$ cat src/rtl/card7seg_bank.sv
// card7seg_bank: bank of card-display slots, each decoding a stored card
// code onto an active-low seven-segment digit. A newly loaded slot shows
// a dash for REVEAL_CYCLES cycles before its card appears.
module card7seg_bank #(
  parameter int NUM_SLOTS     = 6,
  parameter int REVEAL_CYCLES = 4
) (
  input  logic                   slow_clock,
  input  logic                   reset,
  input  logic                   clear_all,
  input  logic                   load_valid,
  input  logic [3:0]             load_slot,
  input  logic [3:0]             load_card,
  output logic                   load_ready,
  output logic                   load_err,
  output logic [NUM_SLOTS-1:0]   occupied,
  output logic [7*NUM_SLOTS-1:0] seg7
);

  localparam int             CW        = $clog2(REVEAL_CYCLES) + 1;
  localparam logic [CW-1:0]  CNT_LOAD  = CW'(REVEAL_CYCLES - 1);
  localparam logic [CW-1:0]  CNT_ONE   = CW'(1);
  localparam logic [4:0]     SLOT_LIM  = 5'(NUM_SLOTS);
  localparam logic [6:0]     SEG_DASH  = 7'b0111111;
  localparam logic [6:0]     SEG_BLANK = 7'b1111111;

  typedef enum logic {
    IDLE   = 1'b0,
    REVEAL = 1'b1
  } state_t;

  state_t        state;
  state_t        state_next;
  logic [CW-1:0] count;
  logic [3:0]    reveal_slot;
  logic [3:0]    cards [NUM_SLOTS];
  logic          accept;
  logic          slot_ok;
  logic          load_go;
  logic          show_dash;

  // Card code to active-low {g,f,e,d,c,b,a}; codes outside 1..13 are blank.
  function automatic logic [6:0] card_seg(input logic [3:0] card);
    logic [6:0] seg;
    case (card)
      4'd1:    seg = 7'b0001000;
      4'd2:    seg = 7'b0100100;
      4'd3:    seg = 7'b0110000;
      4'd4:    seg = 7'b0011001;
      4'd5:    seg = 7'b0010010;
      4'd6:    seg = 7'b0000010;
      4'd7:    seg = 7'b1111000;
      4'd8:    seg = 7'b0000000;
      4'd9:    seg = 7'b0010000;
      4'd10:   seg = 7'b1000000;
      4'd11:   seg = 7'b1100001;
      4'd12:   seg = 7'b0011000;
      4'd13:   seg = 7'b0001001;
      default: seg = SEG_BLANK;
    endcase
    return seg;
  endfunction

  // True when the code names a real card.
  function automatic logic is_card(input logic [3:0] card);
    return (card >= 4'd1) && (card <= 4'd13);
  endfunction

  // Load handshake: clear_all takes priority and silently drops a load.
  always_comb begin
    slot_ok = ({1'b0, load_slot} < SLOT_LIM);
    accept  = load_valid && load_ready && !clear_all;
    load_go = accept && slot_ok;
  end

  // FSM state register.
  always_ff @(posedge slow_clock or posedge reset) begin
    if (reset) begin
      state <= IDLE;
    end else begin
      state <= state_next;
    end
  end

  // FSM next-state logic.
  always_comb begin
    state_next = state;
    case (state)
      IDLE: begin
        if (load_go) begin
          state_next = REVEAL;
        end else begin
          state_next = IDLE;
        end
      end
      REVEAL: begin
        if (clear_all || (count == '0)) begin
          state_next = IDLE;
        end else begin
          state_next = REVEAL;
        end
      end
      default: state_next = IDLE;
    endcase
  end

  // FSM outputs: ready only when idle, dash only while revealing.
  always_comb begin
    load_ready = 1'b0;
    show_dash  = 1'b0;
    case (state)
      IDLE: begin
        load_ready = 1'b1;
        show_dash  = 1'b0;
      end
      REVEAL: begin
        load_ready = 1'b0;
        show_dash  = 1'b1;
      end
      default: begin
        load_ready = 1'b0;
        show_dash  = 1'b0;
      end
    endcase
  end

  // Reveal counter and latched slot index.
  always_ff @(posedge slow_clock or posedge reset) begin
    if (reset) begin
      count       <= '0;
      reveal_slot <= 4'd0;
    end else if (clear_all) begin
      count       <= '0;
      reveal_slot <= 4'd0;
    end else if (load_go) begin
      count       <= CNT_LOAD;
      reveal_slot <= load_slot;
    end else if ((state == REVEAL) && (count != '0)) begin
      count       <= count - CNT_ONE;
      reveal_slot <= reveal_slot;
    end else begin
      count       <= count;
      reveal_slot <= reveal_slot;
    end
  end

  // Bad-slot error flag, high for the single cycle after the rejected load.
  always_ff @(posedge slow_clock or posedge reset) begin
    if (reset) begin
      load_err <= 1'b0;
    end else begin
      load_err <= accept && !slot_ok;
    end
  end

  // Slot card registers and their occupied flags, written together.
  always_ff @(posedge slow_clock or posedge reset) begin
    if (reset) begin
      for (int i = 0; i < NUM_SLOTS; i++) begin
        cards[i]    <= 4'd0;
        occupied[i] <= 1'b0;
      end
    end else if (clear_all) begin
      for (int i = 0; i < NUM_SLOTS; i++) begin
        cards[i]    <= 4'd0;
        occupied[i] <= 1'b0;
      end
    end else begin
      for (int i = 0; i < NUM_SLOTS; i++) begin
        if (load_go && (load_slot == 4'(i))) begin
          cards[i]    <= load_card;
          occupied[i] <= is_card(load_card);
        end else begin
          cards[i]    <= cards[i];
          occupied[i] <= occupied[i];
        end
      end
    end
  end

  // Digit drive: dash on the revealing slot, decoded card everywhere else.
  always_comb begin
    seg7 = '1;
    for (int i = 0; i < NUM_SLOTS; i++) begin
      if (show_dash && (reveal_slot == 4'(i))) begin
        seg7[7*i +: 7] = SEG_DASH;
      end else begin
        seg7[7*i +: 7] = card_seg(cards[i]);
      end
    end
  end

endmodule
$ cat config.mk
export PLATFORM = sky130hd
export DESIGN_NAME = card7seg_bank
export DESIGN_NICKNAME = d
export VERILOG_FILES = /design/src/rtl/card7seg_bank.sv
export SDC_FILE = /design/constraint.sdc
export NUM_CORES = 1
export LEC_CHECK = 0
export ABC_AREA = 1
export CORE_MARGIN = 8
export CORE_UTILIZATION = 25
export DETAILED_ROUTE_END_ITERATION = 12
export DONT_BUFFER_PORTS = 1
export PLACE_DENSITY = 0.35
export SETUP_SLACK_MARGIN = 0.5
export SLEW_MARGIN = 40
export SYNTH_ARGS = -nofsm -noshare
export SYNTH_HDL_FRONTEND = slang
export SYNTH_SLANG_ARGS = --single-unit
$ cat constraint.sdc
create_clock -name slow_clock -period 4.3 [get_ports slow_clock]
set_input_delay 1.075 -clock slow_clock [delete_from_list [all_inputs] [get_ports slow_clock]]
set_output_delay 1.075 -clock slow_clock [all_outputs]
set_load 0.1 [all_outputs]
==> flow_summary.toml <==
[timing]
period_needed_ps = 3148
finalMaxSlewViolations = 0
max_freq_ghz = 0.3177
finalCritPeriodShare_pct = 73.21
hold_viol_final = 0
setup_tns_ps = 0
setup_ws_ps = 1152
finClkSkew_ps = 3.895
setup_viol = 0
slew_headroom_pct = 43.40
rsz0062_at_grt = "false"
tightest_slew_ps = 848.1

[worst_setup_path]
cp_common_cell = "inv_1"
cp_top_family = "buffers and inverters"
start_kind = "flop"
worstSetupEndpointType = "output port"
critical_path.cell_chain = "inv_1, ha_1, nand3_1, o211ai_1, nand2_1, inv_1"
critPathRequiredTime_ps = 3220
cp_max_fo = 7
critPathBufInv = 2
critPathArrivalTime_ps = 2070
worst-setup-path-type = "flop to output port"
r2r_slack_ps = 2430
critPathMaxStageDelay_ps = 620
r2r_start = "state"
critical_path.slowest_cell = "inv_1"
rr_worst_depth = 5
r2r-end = "cards[0]"

[final_layout]
multi_input_area_um2 = 2247
area_delta_synth_final_pct = 16.22
diodes = 0
nFillCells = 1547
regArea_um2 = 984.7
nets = 565
drive_above_1_share_pct = 15.49

[clocking]
cts_setup_buffers = 0
clock-root-buffer = "clkbuf_16"
cts_tree = "yes"
cts.sinks = 39
clock_latency_ps = 280
cts.repair.resized = 0
clkTransAtPathRegs_ps = 60
h-tree-depth = 2
holdBufCountCts = 0
cts.path.max_buffers = 2
cts_made_buffers = 5

[placement]
dpl.hpwl_um = 7362
globalplace.congestion = 0.7927
io_buffers = 0
dp_slack_ps = 1468

[routing]
wire_per_inst_um = 14.18
vias = 3161
vias_per_cell = 4.581
drc = 0
drt-pass1-iter-count = 4
drt_iter0_markers = 159
drt_wl_total_um = 9784
ant_nets = 0

[power_and_ir_drop]
power_leakage_nw = 1.957
vdd_drop_max_mv = 0.1450
p_per_area_nw_per_um2 = 218.0

[synth]
yosysTopAreaCell = "dfrtp_1"
synth_edf_count = 0
ys.flop_type = "dfrtp_1"
seq_area_frac_synth_pct = 27.93
synth_top_area_share_pct = 27.93
syn-cell-area_um2 = 3495
synth-async-reset-ratio_pct = 100.0
synth-seq-cells = 39
synth_warnings = 0
synth.area.top_cells = "dfrtp_1 (28%), ha_1 (16%), nand2_1 (14%)"
syn_inst = 491
synthMostInstantiatedCell = "nand2_1"
ys_types = 30
synth_commonest_cells = "nand2_1 (130), nand3_1 (81), inv_1 (60)"
avgSynthCellArea_um2 = 7.117
synth_nets = 547

[hold_path]
min_to = "count[2]"
hold_depth = 2
hold_path_class = "flop to flop"
min_from = "count[2]"

[grt]
grt_max_degree = 40
grt_pass1_vias = 3107
grt_antenna_before_repair = 0
grt_overflow = 0
grt_first_pass_wirelength_um = 16200
grt_usage_pct = 10.87

[floorplan]
die_h_um = 134.2
dieArea_um2 = 18020
initial_core_util_pct = 25.37
ioPinCount = 62
core_area_um2 = 13770
num_rows = 43
die_width_um = 134.2

[status]
status = "finished, final reports clean"

[job]
drv_cap = 0
==> layout by cell type (no fill, tap or decap), drive strengths merged <==
master	Yosys	layout
nand3	81	81
o21ai	21	21
and2	1	1
inv	61	61
a31oi	1	1
nand3b	1	1
nor2	40	40
a21oi	16	16
ha	44	44
nand2	135	135
o211ai	15	15
clkinv	1	1
nand4	10	10
buf	10	28
dfrtp	39	39
o2111ai	2	2
nor3	6	6
clkbuf	7	8
==> per-layer routing <==
layer | part of all wire [%] | global-route usage (%)
met1 | 50 | 14.41
met2 | 44 | 17.37
met3 | 5.5 | 2.880
met4 | 0.57 | 2.059
met5 | 0 | 0
==> cells by family after synthesis <==
kind of cell	after synthesis	share of synthesized area, %
AND/OR/NAND/NOR	274	37.20
buffers and inverters	79	9.703
AO/OA/AOI/OAI	55	9.417
adder cells (fa/ha/maj)	44	15.75
flip-flops	39	27.93
==> sequential cells by signal, indices dropped and copies added (netlist names) <==
register and cells:
cards 24, count 3, load_err 1, occupied 6
reveal_slot 4, state 1
==> worst min-delay path, stage by stage, from the launching register on <==
cell and delay [ps]:
dfrtp_1 380, nand2_1 80, a21oi_2 40
==> area by class of cell <==
class / count / area share, %
tap: 180 / 5.545
inverter: 62 / 5.853
sequential: 39 / 24.25
multi-input combinational: 373 / 55.33
timing repair buffer: 28 / 5.176
clock buffer: 8 / 3.851
==> report_power, final <==
group | switching [mW] | internal [mW] | leakage (nW)
Sequential | 0.0122 | 0.371 | 0.531
Clock | 0.144 | 0.247 | 0.0772
Combinational | 0.0911 | 0.0198 | 1.35
==> worst max path at each step <==
stage / slack (ps) / end / cells past startpoint / start
after floorplan: 930 / seg7[21] / 3 / cards[8]
after global placement: 1270 / seg7[2] / 4 / state
after detailed placement: 1470 / seg7[34] / 6 / cards[5]
after CTS: 1160 / seg7[34] / 6 / cards[5]
after global routing: 960 / seg7[2] / 4 / state
final: 1150 / seg7[34] / 6 / cards[5]
==> through the flow <==
stage / cell area (um^2) / util, % / instances / power [mW] / hold WS [ps]
after floorplan: 3495 / - / 491 / 0.4831 / 508.9
after global placement: 3864 / 28.05 / 682 / 0.5033 / 528.1
after detailed placement: 3905 / 28.35 / 682 / 0.5038 / 523.5
after CTS: 4061 / 29.49 / 690 / 0.8995 / 540.5
after global routing: 4061 / 29.49 / 690 / 0.9254 / 549.1
final: 4061 / 29.49 / 690 / 0.8853 / 538.5
No activity file was read; power rests on OpenSTA's default activity.
==> RTL change 1 (same settings) <==
Put a register stage on the output `seg7`, cleared by the reset. The value now appears one clock later. The other outputs are not delayed to match.
--- a/src/rtl/card7seg_bank.sv
+++ b/src/rtl/card7seg_bank.sv
@@ -28,6 +28,8 @@
     IDLE   = 1'b0,
     REVEAL = 1'b1
   } state_t;
+
+  logic [7*NUM_SLOTS-1:0] seg7_d;
 
   state_t        state;
   state_t        state_next;
@@ -180,13 +182,21 @@
 
   // Digit drive: dash on the revealing slot, decoded card everywhere else.
   always_comb begin
-    seg7 = '1;
+    seg7_d = '1;
     for (int i = 0; i < NUM_SLOTS; i++) begin
       if (show_dash && (reveal_slot == 4'(i))) begin
-        seg7[7*i +: 7] = SEG_DASH;
+        seg7_d[7*i +: 7] = SEG_DASH;
       end else begin
-        seg7[7*i +: 7] = card_seg(cards[i]);
-      end
+        seg7_d[7*i +: 7] = card_seg(cards[i]);
+      end
+    end
+  end
+
+  always_ff @(posedge slow_clock or posedge reset) begin
+    if (reset) begin
+      seg7 <= '0;
+    end else begin
+      seg7 <= seg7_d;
     end
   end
 
Check against the original RTL: not equivalent (Yosys sat finds a counterexample within 4 cycles, from zero or initial values and one cycle with reset high).
==> RTL change 1 against the original RTL <==
- global-route usage is 0.059 points lower
- combinational power down 28%
- sequential cell count up 42
- non-clock buffer count down 26
- core utilization down 0.92 points
- cell area is 26% higher
- clock skew up 0.0055 ns
- synthesized area up 30%
- wire length up 20%
- sequential share of layout area increased by 16 points
- register-to-register slack improved by 0.14 ns
- total power increased by 99%
- worst setup slack improved by 0.80 ns
==> RTL change 1: results (changes against the original RTL) <==
Unique masters post-synth 28 (was 30); met2 usage 16.5% (was 17.4%); sequential share of cell area 40.0% (was 24.2%); Sequential Area 2050 µm² (was 985 µm²); number of global-route vias before repair 3,339 (was 3,107); syn_nets 602 (was 547); first-pass GRT wire length 18.5 mm (was 16.2 mm); Post-synth top cells 144 x nand2_1, 81 x dfrtp_1, 72 x nand3_1 (was 130 x nand2_1, 81 x nand3_1, 60 x inv_1); worst hold path startpoint count[1]$_DFFE_PP0P_ (was count[2]$_DFFE_PP0P_); initial DRC count 157 (was 159); clk_buf instances 12 (was 8); invs w/o clock 64 (was 62); area of the multi-input gates 2190 µm² (was 2250 µm²); Max FO, Critical Path 1 (was 7); Worst-Skew Late Latency 0.35 ns (was 0.28 ns); RD Place Congestion 0.796 (was 0.793); dpl cell area 4770 µm² (was 3910 µm²); CP startpoint seg7[32]$_DFF_PP0_ (was cards[5]$_DFFE_PP0P_); Compound-Gate Fraction of Synth Area 6.97% (was 9.42%); WHS Endpoint count[1]$_DFFE_PP0P_ (was count[2]$_DFFE_PP0P_); post-CTS resize count 0 (unchanged); # fillers 1,924 (was 1,547); Leakage Power 2.30 nW (was 1.96 nW); status complete, no violations (unchanged); pre-CTS setup slack 1.74 ns (was 1.47 ns); routed wl met3 707 µm (was 542 µm); post-synthesis xor/xnor area fraction 0% (unchanged); Final Skew 0.00944 ns (was 0.00390 ns); post-synthesis sequential area ratio 44.6% (was 27.9%); clock sink count 81 (was 39); multi-input gates 386 (was 373); ranking of synthesized cells by area dfrtp_1 45%, ha_1 12%, nand2_1 12% (was dfrtp_1 28%, ha_1 16%, nand2_1 14%); largest net degree at the start of global routing 40 (unchanged); worst flop-to-flop path endpoint seg7[2]$_DFF_PP0_ (was cards[0]$_DFFE_PP0P_); vias per cell 4.41 (was 4.58); chip width 151 µm (was 134 µm); WL met2 5.35 mm (was 4.31 mm); worst vdd ir 0.166 mV (was 0.145 mV); hold-critical path depth 2 (unchanged); WL per Instance 15.1 µm (was 14.2 µm); H-tree Lvls 3 (was 2); Non-clock buffer share 0.294% (was 5.18%); mux share of post-synthesis cell area 0% (unchanged); postcts setup bufs 0 (unchanged); GR met3 Demand/Resource 3.41% (was 2.88%); DP HPWL 8.54 mm (was 7.36 mm); biggest regs seg7 (42), cards (24), occupied (6) (was cards (24), occupied (6), reveal_slot (4)); Worst-Margin Slew 0.888 ns (was 0.848 ns); clock slew at reported path FFs 0.07 ns; Fin Hold WS 0.544 ns (was 0.539 ns); Inserted Clock Buffers 9 (was 5); grt met1 use 13.6% (was 14.4%); Layout clock area frac 6.48% (was 3.85%); Non-clk bufs 2 (was 28); gr usage total 10.8% (was 10.9%)
[RTL change 1: metrics by stage]
stage,power [mW],cells
after floorplan,0.892,546
after CTS,1.80,778
after detailed placement,0.914,762
after global routing,1.85,778
after global placement,0.914,762
final,1.76,778
[RTL change 1: worst max-delay path by stage]
stage                                    endpoint  slack, ns  depth (start not counted)
after global placement       cards[4]$_DFFE_PP0P_       1.76                          7
after global routing                     seg7[14]       1.91                          0
final                                    seg7[32]       1.95                          0
after detailed placement  occupied[4]$_DFFE_PP0P_       1.74                          7
after CTS                                seg7[20]       1.92                          0
after floorplan              cards[0]$_DFFE_PP0P_       1.14                          1
[RTL change 1: power breakdown]
group	total (mW)	leakage (nW)	switching, mW	internal [mW]
registers	0.817	0.899	0.0463	0.770
logic	0.0801	1.24	0.0636	0.0165
clock network	0.863	0.155	0.322	0.541
==> RTL change 2 (same settings) <==
Without the edit above. The parameter `NUM_SLOTS` goes from 6 to 7.
--- a/src/rtl/card7seg_bank.sv
+++ b/src/rtl/card7seg_bank.sv
@@ -2,7 +2,7 @@
 // code onto an active-low seven-segment digit. A newly loaded slot shows
 // a dash for REVEAL_CYCLES cycles before its card appears.
 module card7seg_bank #(
-  parameter int NUM_SLOTS     = 6,
+  parameter int NUM_SLOTS     = 7,
   parameter int REVEAL_CYCLES = 4
 ) (
   input  logic                   slow_clock,
Ports: changed (resized occupied and seg7); port bits go from 62 to 70. No check against the original RTL was run, so the function may have changed too.
==> RTL change 2 against the original RTL <==
- total power is 17% higher
- wire length is 15% higher
- sequential cell count is 5 higher
- synthesized cell count is 11% higher
- maximum frequency is 6.2% lower
- cell area is 10% higher
- non-clock buffer count is 6 higher
- synthesized area is 9.7% higher
- worst setup slack worse by 0.21 ns
- clock skew is 0.0015 ns lower
- first-iteration DRC count is 13% lower
- cell count is 8.8% higher
- hold slack worse by 0.018 ns
- critical path type unchanged
- largest cell class unchanged
==> RTL change 2: results (changes against the original RTL) <==
dpl cell area 4320 µm² (was 3910 µm²); number of global-route vias before repair 3,615 (was 3,107); worst flop-to-flop path endpoint occupied[2]$_DFFE_PP0P_ (was cards[0]$_DFFE_PP0P_); post-synthesis sequential area ratio 28.7% (was 27.9%); Post-synth top cells 115 x nand2_1, 80 x nand3_1, 58 x inv_1 (was 130 x nand2_1, 81 x nand3_1, 60 x inv_1); # fillers 1,651 (was 1,547); layout cells sized above 1 14.9% (was 15.5%); WHS Endpoint count[1]$_DFFE_PP0P_ (was count[2]$_DFFE_PP0P_); DP Cell Count 743 (was 682); Fin Hold WS 0.520 ns (was 0.539 ns); vias 3,677 (was 3,161); biggest regs cards (28), occupied (7), reveal_slot (4) (was cards (24), occupied (6), reveal_slot (4)); Worst Reg-to-Reg Cells 6 (was 5); Max FO, Critical Path 6 (was 7); first-pass GRT wire length 18.8 mm (was 16.2 mm); initial DRC count 138 (was 159); DP HPWL 8.33 mm (was 7.36 mm); status complete, no violations (unchanged); Mapped Cells 546 (was 491); worst hold path startpoint count[1]$_DFFE_PP0P_ (was count[2]$_DFFE_PP0P_); Worst-Margin Slew 0.839 ns (was 0.848 ns); gr usage total 11.6% (was 10.9%); WL per Instance 15.0 µm (was 14.2 µm); # nets final 624 (was 565); Sequential Area 1110 µm² (was 985 µm²)
-- RTL change 2: changes by cell type after synthesis, moves of 3 or more --
cell,change
a21oi_1,+10
nand3b_1,+4
clkbuf_1,+3
o211ai_1,-8
nand4_1,+24
o21ai_0,+24
dfrtp_1,+5
nor2_1,+7
buf_2,+5
nor2_8,-5
nand2_1,-15
ha_1,+6
-- RTL change 2: logic make-up after synthesis --
logic type      share of synthesized area [%]
compound gates                           12.2
xor+xnor                                0.228
fa+ha+maj                                16.3
buf+inv                                  9.14
flops                                    28.7
simple gates                             33.4
-- RTL change 2: power breakdown --
part | leakage [nW] | internal, mW | switching (mW)
Clock | 0.0766 | 0.229 | 0.158
Combinational | 1.33 | 0.0288 | 0.132
Sequential | 0.594 | 0.426 | 0.0584
Total | 2.00 | 0.684 | 0.348
-- RTL change 2: worst min-delay path: cells and delay by family (launching register included) --
| family | cells | cell delay (ns) |
|---|---|---|
| flops | 1 | 0.34 |
| simple gates | 2 | 0.14 |
-- RTL change 2: worst max-delay path by stage --
stage	start	slack, ns	end
after floorplan	cards[13]$_DFFE_PP0P_	0.93	seg7[24]
after global placement	state$_DFF_PP0_	1.19	seg7[37]
after detailed placement	state$_DFF_PP0_	1.20	seg7[41]
after CTS	state$_DFF_PP0_	0.89	seg7[41]
after global routing	state$_DFF_PP0_	0.76	seg7[41]
final	state$_DFF_PP0_	0.94	seg7[41]
-- RTL change 2: per-layer routing --
layer  track usage (%)  share of wire [%]
met5                 0                  0
met1              15.3                 47
met4              2.23               0.27
met3              2.67                6.2
met2              18.9                 46
-- RTL change 2: cell type report --
type,count,share of cell area [%]
clock buffers,6,3.11
clock inverters,2,0.224
inverters,61,5.18
multi-input cells,416,55.7
flip-flops and latches,44,24.9
well taps,188,5.26
repair buffers,34,5.71
